--- src/rtl/axil_master_adaptor.sv ---
// axil_master_adaptor: single-outstanding AXI4-Lite initiator.
// It turns a valid/ready command/response pair into one AXI4-Lite read or
// write transfer. Sub-word writes get lane strobes and replicated data.
// Sub-word reads are shifted down to bit 0 and zero-extended.
module axil_master_adaptor #(
  parameter int axil_data_width_p = 32,
  parameter int axil_addr_width_p = 32,
  localparam int strb_w = axil_data_width_p / 8,
  localparam int off_w  = $clog2(strb_w),
  localparam int size_w = $clog2(off_w + 1)
) (
  input  logic                         clk_i,
  input  logic                         reset_n_i,
  // PL-side command
  input  logic                         cmd_v_i,
  output logic                         cmd_ready_and_o,
  input  logic [axil_addr_width_p-1:0] cmd_addr_i,
  input  logic                         cmd_wr_en_i,
  input  logic [size_w-1:0]            cmd_data_size_i,
  input  logic [axil_data_width_p-1:0] cmd_wdata_i,
  // PL-side response
  output logic                         resp_v_o,
  input  logic                         resp_ready_and_i,
  output logic [axil_data_width_p-1:0] resp_rdata_o,
  output logic                         resp_err_o,
  // AXI4-Lite write address
  output logic [axil_addr_width_p-1:0] m_axil_awaddr_o,
  output logic [2:0]                   m_axil_awprot_o,
  output logic                         m_axil_awvalid_o,
  input  logic                         m_axil_awready_i,
  // AXI4-Lite write data
  output logic [axil_data_width_p-1:0] m_axil_wdata_o,
  output logic [strb_w-1:0]            m_axil_wstrb_o,
  output logic                         m_axil_wvalid_o,
  input  logic                         m_axil_wready_i,
  // AXI4-Lite write response
  input  logic [1:0]                   m_axil_bresp_i,
  input  logic                         m_axil_bvalid_i,
  output logic                         m_axil_bready_o,
  // AXI4-Lite read address
  output logic [axil_addr_width_p-1:0] m_axil_araddr_o,
  output logic [2:0]                   m_axil_arprot_o,
  output logic                         m_axil_arvalid_o,
  input  logic                         m_axil_arready_i,
  // AXI4-Lite read data
  input  logic [axil_data_width_p-1:0] m_axil_rdata_i,
  input  logic [1:0]                   m_axil_rresp_i,
  input  logic                         m_axil_rvalid_i,
  output logic                         m_axil_rready_o
);

  typedef enum logic [2:0] {
    IDLE, WR_ADDR_DATA, WR_RESP, RD_ADDR, RD_DATA, RESP
  } state_e;

  state_e                       state_q;
  logic [axil_addr_width_p-1:0] addr_q;
  logic [size_w-1:0]            size_q;
  logic [strb_w-1:0]            wstrb_q;
  logic [axil_data_width_p-1:0] wdata_q;
  logic                         aw_done_q, w_done_q;
  logic                         cmd_ready_q, awvalid_q, wvalid_q, bready_q;
  logic                         arvalid_q, rready_q, resp_v_q, resp_err_q;
  logic [axil_data_width_p-1:0] resp_rdata_q;

  // Lane masks: bit b set when address bit b lies inside the access size.
  logic [off_w-1:0]             cmd_mask, cmd_off, rd_mask, rd_off;
  logic [strb_w-1:0]            cmd_wstrb;
  logic [axil_data_width_p-1:0] cmd_wdata_rep, rdata_aligned;

  // Size-dependent low-bit masks and aligned-down lane offsets.
  always_comb begin
    cmd_mask = '0;
    rd_mask  = '0;
    for (int b = 0; b < off_w; b++) begin
      cmd_mask[b] = (b < int'(cmd_data_size_i));
      rd_mask[b]  = (b < int'(size_q));
    end
    cmd_off = cmd_addr_i[off_w-1:0] & ~cmd_mask;
    rd_off  = addr_q[off_w-1:0] & ~rd_mask;
  end

  // Per-lane strobe, write replication and read alignment.
  for (genvar gi = 0; gi < strb_w; gi++) begin : g_lane
    localparam logic [off_w-1:0] lane_lp = off_w'(gi);
    // A lane is inside the aligned block when its upper bits match the offset.
    assign cmd_wstrb[gi] = ((lane_lp & ~cmd_mask) == cmd_off);
    // Each lane repeats the source byte at its position within the block.
    assign cmd_wdata_rep[8*gi +: 8] = cmd_wdata_i[{(lane_lp & cmd_mask), 3'b000} +: 8];
    // Output lane gi takes byte (offset + gi) when gi is within the size.
    assign rdata_aligned[8*gi +: 8] = ((lane_lp & ~rd_mask) == '0)
                                      ? m_axil_rdata_i[{(rd_off | lane_lp), 3'b000} +: 8]
                                      : 8'h00;
  end

  // Only the error bit of the AXI response codes is reported.
  logic unused_resp_bits;
  assign unused_resp_bits = m_axil_bresp_i[0] ^ m_axil_rresp_i[0];

  // Transaction FSM; every interface output is a register updated here.
  always_ff @(posedge clk_i or negedge reset_n_i) begin
    if (!reset_n_i) begin
      state_q      <= IDLE;
      addr_q       <= '0;
      size_q       <= '0;
      wstrb_q      <= '0;
      wdata_q      <= '0;
      aw_done_q    <= 1'b0;
      w_done_q     <= 1'b0;
      cmd_ready_q  <= 1'b1;
      awvalid_q    <= 1'b0;
      wvalid_q     <= 1'b0;
      bready_q     <= 1'b0;
      arvalid_q    <= 1'b0;
      rready_q     <= 1'b0;
      resp_v_q     <= 1'b0;
      resp_err_q   <= 1'b0;
      resp_rdata_q <= '0;
    end else begin
      case (state_q)
        IDLE: begin
          if (cmd_v_i) begin
            addr_q      <= cmd_addr_i;
            size_q      <= cmd_data_size_i;
            cmd_ready_q <= 1'b0;
            if (cmd_wr_en_i) begin
              wstrb_q   <= cmd_wstrb;
              wdata_q   <= cmd_wdata_rep;
              aw_done_q <= 1'b0;
              w_done_q  <= 1'b0;
              awvalid_q <= 1'b1;
              wvalid_q  <= 1'b1;
              state_q   <= WR_ADDR_DATA;
            end else begin
              arvalid_q <= 1'b1;
              state_q   <= RD_ADDR;
            end
          end
        end
        WR_ADDR_DATA: begin
          if (awvalid_q && m_axil_awready_i) begin
            awvalid_q <= 1'b0;
            aw_done_q <= 1'b1;
          end
          if (wvalid_q && m_axil_wready_i) begin
            wvalid_q <= 1'b0;
            w_done_q <= 1'b1;
          end
          // Both channels done, counting a handshake completing right now.
          if ((aw_done_q || m_axil_awready_i) && (w_done_q || m_axil_wready_i)) begin
            bready_q <= 1'b1;
            state_q  <= WR_RESP;
          end
        end
        WR_RESP: begin
          if (m_axil_bvalid_i) begin
            bready_q     <= 1'b0;
            resp_err_q   <= m_axil_bresp_i[1];
            resp_rdata_q <= '0;
            resp_v_q     <= 1'b1;
            state_q      <= RESP;
          end
        end
        RD_ADDR: begin
          if (m_axil_arready_i) begin
            arvalid_q <= 1'b0;
            rready_q  <= 1'b1;
            state_q   <= RD_DATA;
          end
        end
        RD_DATA: begin
          if (m_axil_rvalid_i) begin
            rready_q     <= 1'b0;
            resp_err_q   <= m_axil_rresp_i[1];
            resp_rdata_q <= rdata_aligned;
            resp_v_q     <= 1'b1;
            state_q      <= RESP;
          end
        end
        RESP: begin
          if (resp_ready_and_i) begin
            resp_v_q    <= 1'b0;
            cmd_ready_q <= 1'b1;
            state_q     <= IDLE;
          end
        end
        default: state_q <= IDLE;
      endcase
    end
  end

  assign cmd_ready_and_o  = cmd_ready_q;
  assign resp_v_o         = resp_v_q;
  assign resp_rdata_o     = resp_rdata_q;
  assign resp_err_o       = resp_err_q;
  assign m_axil_awaddr_o  = addr_q;
  assign m_axil_awprot_o  = 3'b000;
  assign m_axil_awvalid_o = awvalid_q;
  assign m_axil_wdata_o   = wdata_q;
  assign m_axil_wstrb_o   = wstrb_q;
  assign m_axil_wvalid_o  = wvalid_q;
  assign m_axil_bready_o  = bready_q;
  assign m_axil_araddr_o  = addr_q;
  assign m_axil_arprot_o  = 3'b000;
  assign m_axil_arvalid_o = arvalid_q;
  assign m_axil_rready_o  = rready_q;

endmodule

--- config.mk ---
export PLATFORM = sky130hd
export DESIGN_NAME = axil_master_adaptor
export DESIGN_NICKNAME = d
export VERILOG_FILES = /design/src/rtl/axil_master_adaptor.sv
export SDC_FILE = /design/constraint.sdc
export NUM_CORES = 1
export LEC_CHECK = 0
export CAP_MARGIN = 20
export CORE_MARGIN = 3
export CORE_UTILIZATION = 38
export DETAILED_ROUTE_END_ITERATION = 10
export GPL_TIMING_DRIVEN = 0
export PLACE_DENSITY = 0.75
export SYNTH_ARGS = -nofsm -noshare
export SYNTH_HDL_FRONTEND = slang
export SYNTH_SLANG_ARGS = --single-unit
--- constraint.sdc ---
create_clock -name clk_i -period 2 [get_ports clk_i]
set_input_delay 0.4 -clock clk_i [delete_from_list [all_inputs] [get_ports clk_i]]
set_output_delay 0.4 -clock clk_i [all_outputs]
set_load 0.01 [all_outputs]
# Yosys cells after proc, flatten, opt, wreduce, memory -nomap -nowiden

Cells that the tools add are included.

Magnitude comparators: 4
Mux-type cells: 46
Shift-type cells: 6
Add/subtract/negate cells: 0
Equality and inequality tests: 18
$mul: 0
Bitwise operators: 4
Reductions and logical operators: 28
Divide/modulo/power cells: 0

Operators by type and width:

| operator             | count |
|---|---|
| $shiftx A32 B6 Y8    | 5 |
| $mux W32             | 2 |
| $pmux W32 S2         | 1 |
| $shiftx A32 B5 Y8    | 1 |
| $mux W8              | 3 |
| $mux W1              | 22 |
| $ne A2 B2 Y1 const B | 10 |
| $mux W3              | 6 |
| $pmux W1 S2          | 9 |
| $pmux W3 S6          | 1 |
| $reduce_and A4 Y1    | 4 |
| $reduce_and A3 Y1    | 5 |
| $reduce_bool A2 Y1   | 6 |
| $logic_not A2 Y1     | 4 |
| $lt A1 B2 Y1 const A | 4 |
| $eq A3 B2 Y1 const B | 2 |
| $eq A3 B3 Y1 const B | 2 |
| $reduce_and A6 Y1    | 1 |
| $and A2 B2 Y2        | 2 |
| $eq A2 B2 Y1         | 2 |
| $not A2 Y2           | 2 |
| $eq A3 B1 Y1 const B | 1 |
| $logic_and A1 B1 Y1  | 3 |
| $logic_not A3 Y1     | 1 |
| 6 further kinds      | 7 |

Output and inout bits: 146
Memory bits (read-only): 0
Memories: 0
Input port bits: 112
Bits in writable memories: 0
Register bits: 115
Bits in latches: 0

# Depth between registers and ports, before layout

Gate-level depths: netlist (run 1).

Word-level depth: 7
Depth in mapped cells: 8
Mapped depth without buffers: 4

# Worst setup path after synthesis (run 1)

OpenSTA, ideal clock, no wires.

Path kind: flip-flop to flip-flop
From: register state_q[0]
To: register wdata_q[6] (netlist: m_axil_wdata_o[6])
Arrival: 1.513 ns
Stages on the path, launching flop included: 8
Path slack: 0.362 ns
Setup time: 0.125 ns
Buffers on the path: 4
Cell sequence: dfrtp_1 -> buf_6 -> nor4b_4 -> buf_6 -> nand2_2 -> buf_6 -> buf_6 -> mux2_4

Cells in the longest elaborated chain, start to end: 2

Ends and longest elaborated chain:

| element                     | line | text |
|---|---|---|
| start, declared             | 56   | `state_e state_q;` |
| start signal, assigned      | 103  | `state_q <= IDLE;` |
| start signal, assigned      | 133  | `state_q <= WR_ADDR_DATA;` |
| start signal, assigned      | 136  | `state_q <= RD_ADDR;` |
| $logic_not A3 Y1            | 120  | `case (state_q)` |
| $reduce_and A3 Y1 (no line) | --   |  |
| end signal, assigned        | 128  | `wdata_q <= cmd_wdata_rep;` |
| end, declared               | 60   | `logic [axil_data_width_p-1:0] wdata_q;` |

Every way passes these cells.
A chain may end at the register's enable or synchronous reset.

# Worst setup path after layout (run 1)

From: register addr_q[0] (netlist: m_axil_araddr_o[0])
To: output port m_axil_awaddr_o[0]

RTL lines:

| element                | line | text |
|---|---|---|
| start, declared        | 57   | `logic [axil_addr_width_p-1:0] addr_q;` |
| start signal, assigned | 123  | `addr_q <= cmd_addr_i;` |
| end, declared          | 27   | `output logic [axil_addr_width_p-1:0] m_axil_awaddr_o,` |

No word-level cell between the ends.

==> results of run 1 <==
-- state kept, by name, indices dropped and copies added (netlist names) --
register	cells
size_q	2
m_axil_araddr_o	32
cmd_ready_and_o	1
state_q	3
resp_rdata_o	32
m_axil_bready_o	1
m_axil_wvalid_o	1
m_axil_wstrb_o	4
aw_done_q	1
m_axil_wdata_o	32
resp_v_o	1
m_axil_arvalid_o	1
resp_err_o	1
m_axil_rready_o	1
w_done_q	1
m_axil_awvalid_o	1
-- stage by stage --
step	setup WS, ns	total power, W	hold WS, ns	instances	util [%]
finish	0.0832	0.0133	0.399	999	63.1
global placement	-3.87	0.0103	0.461	969	58.9
detailed placement	-0.252	0.0105	0.271	970	59.1
global route	0.00905	0.0141	0.432	999	63.1
CTS	0.0668	0.0134	0.389	1000	63.1
floorplan	0.362	0.00699	0.104	540	-
-- final cells by class --
type	count	area (um^2)	area share [%]
sequential	115	2880	32.4
timing repair buffer	251	2530	28.5
multi-input combinational	348	2240	25.1
clock buffer	24	492	5.53
buffer	72	460	5.18
tap	180	225	2.53
clock inverter	5	52.6	0.591
inverter	4	15.0	0.169
-- worst min path at each step --
| stage | startpoint | end | slack, ns | cells after the start |
|---|---|---|---|---|
| 4_1_cts | reset_n_i | m_axil_wdata_o[2] | 0.39 | 2 |
| 2_1_floorplan | reset_n_i | aw_done_q | 0.10 | 0 |
| 3_5_place_dp | reset_n_i | m_axil_wdata_o[2] | 0.27 | 1 |
| 3_3_place_gp | m_axil_wdata_o[14] | m_axil_wdata_o[14] | 0.46 | 2 |
| 5_1_grt | reset_n_i | m_axil_wdata_o[2] | 0.43 | 2 |
| 6_report | reset_n_i | m_axil_wdata_o[2] | 0.40 | 2 |
-- what timing repair did --
action                                 4_1_cts  5_1_grt
setup endpoints to repair                    0       12
hold buffers                                 1        0
gates resized for setup                      0        2
endpoints found under the hold margin       22        0
-- cell families after synthesis --
family / Yosys count
compound gates: 115
other cells: 1
flops: 115
simple gates: 151
mux: 76
buf+inv: 77
-- cell usage in the layout (no fill, tap or decap), types with 2 or more instances in the layout --
master	n
clkdlybuf4s50_1	248
dfrtp_1	114
nand2_1	92
o21ai_0	51
mux2_2	40
buf_4	38
mux2i_1	34
nor2_1	24
nor2b_1	18
a21oi_1	18
clkbuf_1	17
clkbuf_16	17
buf_2	13
o31ai_1	11
o22a_1	8
o41ai_1	8
a211oi_1	7
conb_1	6
buf_6	5
inv_1	4
clkbuf_8	4
nor3_1	3
a31oi_1	3
clkinv_2	3
nor3b_1	2
a21o_1	2
buf_1	2
nand2b_1	2
nand3b_1	2
a41oi_1	2
mux2_4	2
nand3_1	2
or3b_2	2
-- routing by layer --
layer	global-route usage [%]	vias up	routed length [um]	part of all wire (%)
met5	0	-	0	0
met4	7.95	0	372	2.0
met3	8.90	30	1540	8.5
met2	37.9	225	9300	51
met1	26.3	2466	6990	38
li1	-	2368	-	-
-- power by group --
part | switching [W] | leakage, nW | internal, W
combinational | 0.00271 | 2.15 | 0.00372
clock | 0.000993 | 0.268 | 0.00181
sequential | 0.000760 | 1.44 | 0.00331
total | 0.00447 | 3.86 | 0.00884
==> out/metrics.cfg, run 1 <==
[outcome]
status = complete, no violations

[routing]
wl_um = 18200
drc = 0
via_count = 5089
vias_per_cell = 5.09
ant_nets = 0
drt_iter0_markers = 252
dr.pass1.iters = 4
wl_per_cell_um = 18.2

[floorplan]
io_pins = 258
die_area_um2 = 16200
coreArea_um2 = 14100
fp.dieH_um = 127
num_rows = 43
fp.dieW_um = 127
floorplan.initialDensity_pct = 39.5

[timing]
setup_viol = 0
rsz0062_at_grt = false
drv_slew = 0
min_period_ns = 1.92
post-route-period-util_pct = 95.8
timing.fmax_mhz = 522
setup_tns_ns = 0
tightest_slew_ns = 1.02
slew_headroom_pct = 32.1
fin_worst_skew_ns = 0.00876
finalHoldViolCount = 0

[yosys]
synthArstFlopShare_pct = 100
synthesis.area_um2 = 5570
syn_avg_cell_area_um2 = 10.4
synth.most_common_cell = dfrtp_1
ys.flop_type = dfrtp_1
synth_top_family_by_area = multiplexers
yosys.area_share.adder_pct = 0
synthMuxAreaShare_pct = 14.7
synth.largest_area_cell = dfrtp_1
yosys.area_share.simple_pct = 12.1
synth_area_leaders = dfrtp_1 51%, mux2_2 8.1%, nand2_1 6.2%
synth_compound_area_share_pct = 12.8
synth.top_cells.by_count = 114 x dfrtp_1, 92 x nand2_1, 51 x o21ai_0, 40 x mux2_2, 38 x buf_4
synth-seq-cells = 115
synth_top_area_share_pct = 51.2
synth_cell_types = 38
synth_edf_count = 0
yosysSeqAreaShare_pct = 51.7
synth_cells = 535
yosysWarnings = 0
yosys.area_share.xor_xnor_pct = 0

[cts]
cts.clk_slew.worst_paths_ns = 0.05
post_cts_buffers = 0
clk_latency_ns = 0.41
clock_sinks = 115
root_buffer = clkbuf_16
cts_tree = built
h-tree-depth = 4
cts-buffers-inserted = 17
cts_buffer_depth = 2

[setup_path]
timing.critical_path.from = m_axil_araddr_o[0]
critPathKind = flip-flop to output pin
reg2reg_to = m_axil_wdata_o[30]
crit_arrival_ns = 1.52
cp_cell_sequence = buf_4, clkdlybuf4s50_1
worstSetupPathDepth = 2
rrSetupSlack_ns = 0.16
worstReg2RegStart = state_q[0]
critPathBufInv = 2
worstPathMaxFanout = 5
critPathMaxStageDelay_ns = 0.52
crit_family = buffers and inverters
cp.required_ns = 1.60
cp_slowest_cell = clkdlybuf4s50_1
worstSetupEndpointType = output pin
crit_path_end = m_axil_awaddr_o[0]
startpoint_type = flip-flop
rr_worst_depth = 8

[placed_design]
place_area_um2 = 8340
gp_congestion = 0.876
portBuffers = 249
dp.final_hpwl_um = 14000

[run]
cap_violations = 0

[finish]
areaGrowthSynthToFinish_pct = 59.6
n_antenna_cell = 0
drive_gt1_share_pct = 16.2
fin_nets = 921
nFillCells = 1123
final_area_um2 = 8890

[power]
peakVddDrop_v = 0.000952
leakagePower_nw = 3.86
p_per_area_nw_per_um2 = 1500

[global_routing]
grt_remaining_overflow = 0
grt_pass1_wl_um = 28700
grt_antenna_before_repair = 0
grt.total_usage_pct = 22.5
grt_pass1_vias = 5408
grt_max_degree = 94

[min_path]
worstHoldPathType = primary input to async pin

Note: power is estimated with default switching activity, not from simulation.
==> inputs of run 2 (changes only) <==
- CORE_ASPECT_RATIO: default -> 1.25
- clock period: 2 -> 2.4 ns (I/O delays scaled with it)
==> run 2 against run 1 <==
Net effect:
- combinational power decreased by 17%
- flip-flop and latch count unchanged
- register-to-register slack improved by 0.36 ns
- routed wire length about the same
- final cell count decreased by 0.40%
- critical path type unchanged
- critical endpoint unchanged
==> out/metrics.cfg, run 2 (synthesized netlist as in run 1, its figures left out) <==
[floorplan]
io_pins = 258
num_rows = 48
die_area_um2 = 16200
fp.dieW_um = 114
floorplan.initialDensity_pct = 39.6
coreArea_um2 = 14100
fp.dieH_um = 141

[routing]
maxUsedRoutingLayer = met4
m1WireLength_um = 6330
wl_met3_um = 1720
ant_nets = 0
drc = 0
met2_length_um = 9770
dr.pass1.iters = 7
wl_per_cell_um = 18.3
drt_iter0_markers = 273
vias_per_cell = 5.11
wl_um = 18200
via_count = 5082

[global_routing]
grt.total_usage_pct = 22.8
grt_max_degree = 62
grt_antenna_before_repair = 0
grt_pass1_vias = 5425
grt_remaining_overflow = 0
grt_pass1_wl_um = 28500

[outcome]
status = complete, no violations

[cts]
cts-buffers-inserted = 17
clk_latency_ns = 0.42
root_buffer = clkbuf_16
ctsHoldBuffers = 0
cts_tree = built
cts_buffer_depth = 2
post_cts_buffers = 0
h-tree-depth = 4
cts.clk_slew.worst_paths_ns = 0.05
post_cts_resized = 0
clock_sinks = 115

[timing]
rsz0062_at_grt = false
post-route-period-util_pct = 86.4
worst_slack_ns = 0.326
finalHoldViolCount = 0
min_period_ns = 2.07
slew_headroom_pct = 35.8
fin_worst_skew_ns = 0.0108
tightest_slew_ns = 0.960
drv_slew = 0
setup_viol = 0
timing.fmax_mhz = 482

[setup_path]
worstSetupEndpointType = output pin
critPathKind = flip-flop to output pin
worstPathMaxFanout = 5
cp.required_ns = 1.92
rr_worst_depth = 7
rrSetupSlack_ns = 0.52
crit_arrival_ns = 1.59
startpoint_type = flip-flop

[placed_design]
pre_cts_ws_ns = 0.0280
gp_congestion = 0.927
portBuffers = 249
place_area_um2 = 8330
dp.final_hpwl_um = 14200

[finish]
final_area_um2 = 8890
final_cell_mix = 248 x clkdlybuf4s50_1, 114 x dfrtp_1, 92 x nand2_1
fin_util_pct = 63.2
fin_nets = 921
drive_gt1_share_pct = 16.1
n_antenna_cell = 0
areaGrowthSynthToFinish_pct = 59.5
final_common_cell = clkdlybuf4s50_1

[min_path]
worstHoldPathType = primary input to async pin

[power]
p_per_area_nw_per_um2 = 1250
leakagePower_nw = 3.86
peakVddDrop_v = 0.000737

[run]
cap_violations = 0

run 2: changes by cell type in the layout (fill, tap and decap cells not counted), sizes merged:
| cell | delta |
|---|---|
| dlygate4sd3 | -1 |
| buf | +1 |
| clkbuf | +1 |
| clkinv | +1 |
| clkinvlp | -1 |
run 2: through the flow:
step / hold slack [ns] / instances / setup TNS [ns] / power (W)
finish: 0.0127 / 995 / 0 / 0.0111
global route: 0.0475 / 995 / 0 / 0.0118
CTS: 0.0283 / 995 / 0 / 0.0112
detailed placement: 0.473 / 965 / 0 / 0.00877
global placement: 0.461 / 964 / -411.27 / 0.00861
floorplan: 0.184 / 540 / 0 / 0.00582
run 2: power breakdown:
part	switching, W	internal, W
Sequential	0.000596	0.00276
Clock	0.000845	0.00154
Combinational	0.00227	0.00310
Total	0.00371	0.00740
run 2: worst paths after layout:
check                                        start             endpoint
worst max-delay path            m_axil_araddr_o[0]   m_axil_awaddr_o[0]
worst min-delay path                     reset_n_i  m_axil_araddr_o[25]
worst max register to register          state_q[1]      resp_rdata_o[6]
worst min register to register    resp_rdata_o[11]     resp_rdata_o[11]
max in group asynchronous                reset_n_i      cmd_ready_and_o
min in group clk_i                resp_rdata_o[11]     resp_rdata_o[11]
run 2: worst max-delay path: stages (launching register included):
cell and delay [ns]:
dfrtp_1 0.49, buf_4 0.16, clkdlybuf4s50_1 0.53
run 2: routing by layer:
layer	GRT usage, %	vias to the layer above
met5	0	-
met4	8.26	0
met1	24.3	2443
li1	-	2362
met3	8.79	34
met2	40.6	243
run 2: layout make-up:
cell class / instances / area (um^2)
fill: 1153 / 5170
sequential: 115 / 2880
timing repair buffer: 250 / 2520
multi-input combinational: 348 / 2230
clock buffer: 25 / 505
buffer: 73 / 463
tap: 175 / 219
clock inverter: 5 / 50.0
inverter: 4 / 15.0
==> inputs of run 3 (changes only) <==
- CORE_UTILIZATION: 38 -> 45
- GPL_ROUTABILITY_DRIVEN: default -> 1
- PLACE_DENSITY: 0.75 -> 0.86
==> run 3 against run 2 <==
Net effect:
- sequential power about the same
- core utilization is 12 points higher
- combinational power barely moved
- final cell count down 1.0%
- critical path type is now primary input to flip-flop
- critical endpoint is now m_axil_wdata_o[16]
- design area is 0.30% higher
- routed wire length is 0.45% lower
- setup slack gained 0.068 ns
- highest routed layer unchanged
- count of clock-buffer cells in the layout decreased by 4
- via count increased by 1.4%
- clock power barely moved
- register-to-register slack got worse by 0.05 ns
- total power grew 0.28%
==> out/metrics.cfg, run 3 (synthesized netlist as in run 1, its figures left out) <==
[outcome]
status = complete, no violations

[finish]
final_common_cell = clkdlybuf4s50_1
drive_gt1_share_pct = 16.5
fin_nets = 923
areaGrowthSynthToFinish_pct = 60.0
finalNonFillerCells = 985
final_cell_mix = 248 x clkdlybuf4s50_1, 114 x dfrtp_1, 92 x nand2_1
n_antenna_cell = 0

[setup_path]
worstReg2RegStart = state_q[0]
crit_arrival_ns = 2.26
startpoint_type = primary input
worstPathMaxFanout = 10
critPathKind = primary input to flip-flop
rrSetupSlack_ns = 0.47
reg2reg_to = m_axil_wdata_o[16]
cp.required_ns = 2.66
rr_worst_depth = 8
worstSetupEndpointType = flip-flop

[global_routing]
grt_max_degree = 57
grt_antenna_before_repair = 0
grt_remaining_overflow = 0
grt_pass1_wl_um = 27700
grt_pass1_vias = 5279
grt.total_usage_pct = 25.9

[routing]
dr.pass1.iters = 5
via_count = 5154
ant_nets = 0
wl_um = 18100
wl_per_cell_um = 18.4
drc = 0
vias_per_cell = 5.23
drt_iter0_markers = 175

[power]
power_frac_clock_pct = 21.3
internal_power_w = 0.00734
leakagePower_nw = 3.86
swShare_pct = 34.1
peakVddDrop_v = 0.000674
switchingPower_w = 0.00380
seqPwrFrac_pct = 30.2
p_per_area_nw_per_um2 = 1250
p_comb_share_pct = 48.5

[cts]
post_cts_buffers = 0
post_cts_resized = 0
cts_buffer_depth = 2
cts_tree = built
cts.clk_slew.worst_paths_ns = 0.06
cts-buffers-inserted = 17
h-tree-depth = 4
clock_sinks = 115
clk_latency_ns = 0.40
root_buffer = clkbuf_16

[timing]
timing.fmax_mhz = 498
finalHoldViolCount = 0
fin_worst_skew_ns = 0.0111
setup_tns_ns = 0
slew_headroom_pct = 29.2
drv_slew = 0
rsz0062_at_grt = false
min_period_ns = 2.01
setup_viol = 0
tightest_slew_ns = 1.06
post-route-period-util_pct = 83.6

[floorplan]
io_pins = 258
floorplan.initialDensity_pct = 47.1
num_rows = 44
fp.dieW_um = 106
fp.dieH_um = 130
die_area_um2 = 13800
coreArea_um2 = 11800

[placed_design]
dp.final_hpwl_um = 14000
numPlacedInstances = 952
portBuffers = 249
gp_congestion = 0.914

[min_path]
worstHoldPathType = primary input to async pin

[run]
cap_violations = 0

==> run 3: changes by cell type in the layout (fill, tap and decap cells not counted), sizes merged <==
cell	previous run	this run
clkinv	4	5
clkinvlp	0	4
dlygate4sd3	0	1
inv	4	5
clkbuf	40	36
buf	60	61
==> run 3: power by group through the flow <==
stage,clock (W),sequential (W),combinational [W]
floorplan,0,0.00360,0.00222
global route,0.00249,0.00347,0.00578
detailed placement,0,0.00338,0.00540
global placement,0,0.00332,0.00526
finish,0.00237,0.00336,0.00540
CTS,0.00241,0.00337,0.00544
==> run 3: area by class of cell <==
| cell class | instances | area [um^2] |
|---|---|---|
| buffer | 73 | 463 |
| clock inverter | 11 | 105 |
| timing repair buffer | 252 | 2550 |
| clock buffer | 21 | 460 |
| inverter | 4 | 15.0 |
| tap | 161 | 201 |
| sequential | 115 | 2880 |
| multi-input combinational | 348 | 2230 |
| fill | 847 | 2920 |
==> run 3: critical path, cell delays in order <==
cell,delay [ns]
clkdlybuf4s50_1,0.55
nor4b_4,0.24
buf_6,0.20
nand2_2,0.09
buf_6,0.17
clkbuf_1,0.27
nand2_1,0.15
o21ai_0,0.10
==> run 3: routing by layer <==
layer | part of all wire, % | GRT usage [%] | wire (um)
met5 | 0 | 0 | 0
met3 | 8.0 | 8.06 | 1450
met2 | 53 | 46.4 | 9540
met4 | 2.1 | 11.3 | 377
met1 | 37 | 28.4 | 6760
==> run 3: what timing repair did <==
action,CTS,global route
endpoints found under the setup margin,0,0
endpoints found under the hold margin,4,0
hold buffers,1,0
==> run 3: stage by stage <==
stage / power, W / utilization, % / worst slack (ns) / area, um^2 / hold WS (ns)
4_1_cts: 0.0112 / 75.3 / 0.399 / 8910 / 0.425
2_1_floorplan: 0.00582 / - / 0.762 / 5590 / 0.184
3_5_place_dp: 0.00878 / 70.4 / -0.0178 / 8340 / 0.317
3_3_place_gp: 0.00857 / 70.0 / -3.49 / 8280 / 0.461
5_1_grt: 0.0117 / 75.3 / 0.314 / 8910 / 0.429
6_report: 0.0111 / 75.3 / 0.393 / 8910 / 0.446
==> run 3: how the worst max path moves through the flow <==
| stage | startpoint | to |
|---|---|---|
| 3_3_place_gp | reset_n_i | m_axil_araddr_o[13] |
| 4_1_cts | cmd_v_i | m_axil_wdata_o[16] |
| 6_report | cmd_v_i | m_axil_wdata_o[16] |
| 5_1_grt | cmd_v_i | m_axil_wdata_o[30] |
| 2_1_floorplan | state_q[0] | m_axil_wdata_o[6] |
| 3_5_place_dp | cmd_v_i | m_axil_wdata_o[16] |
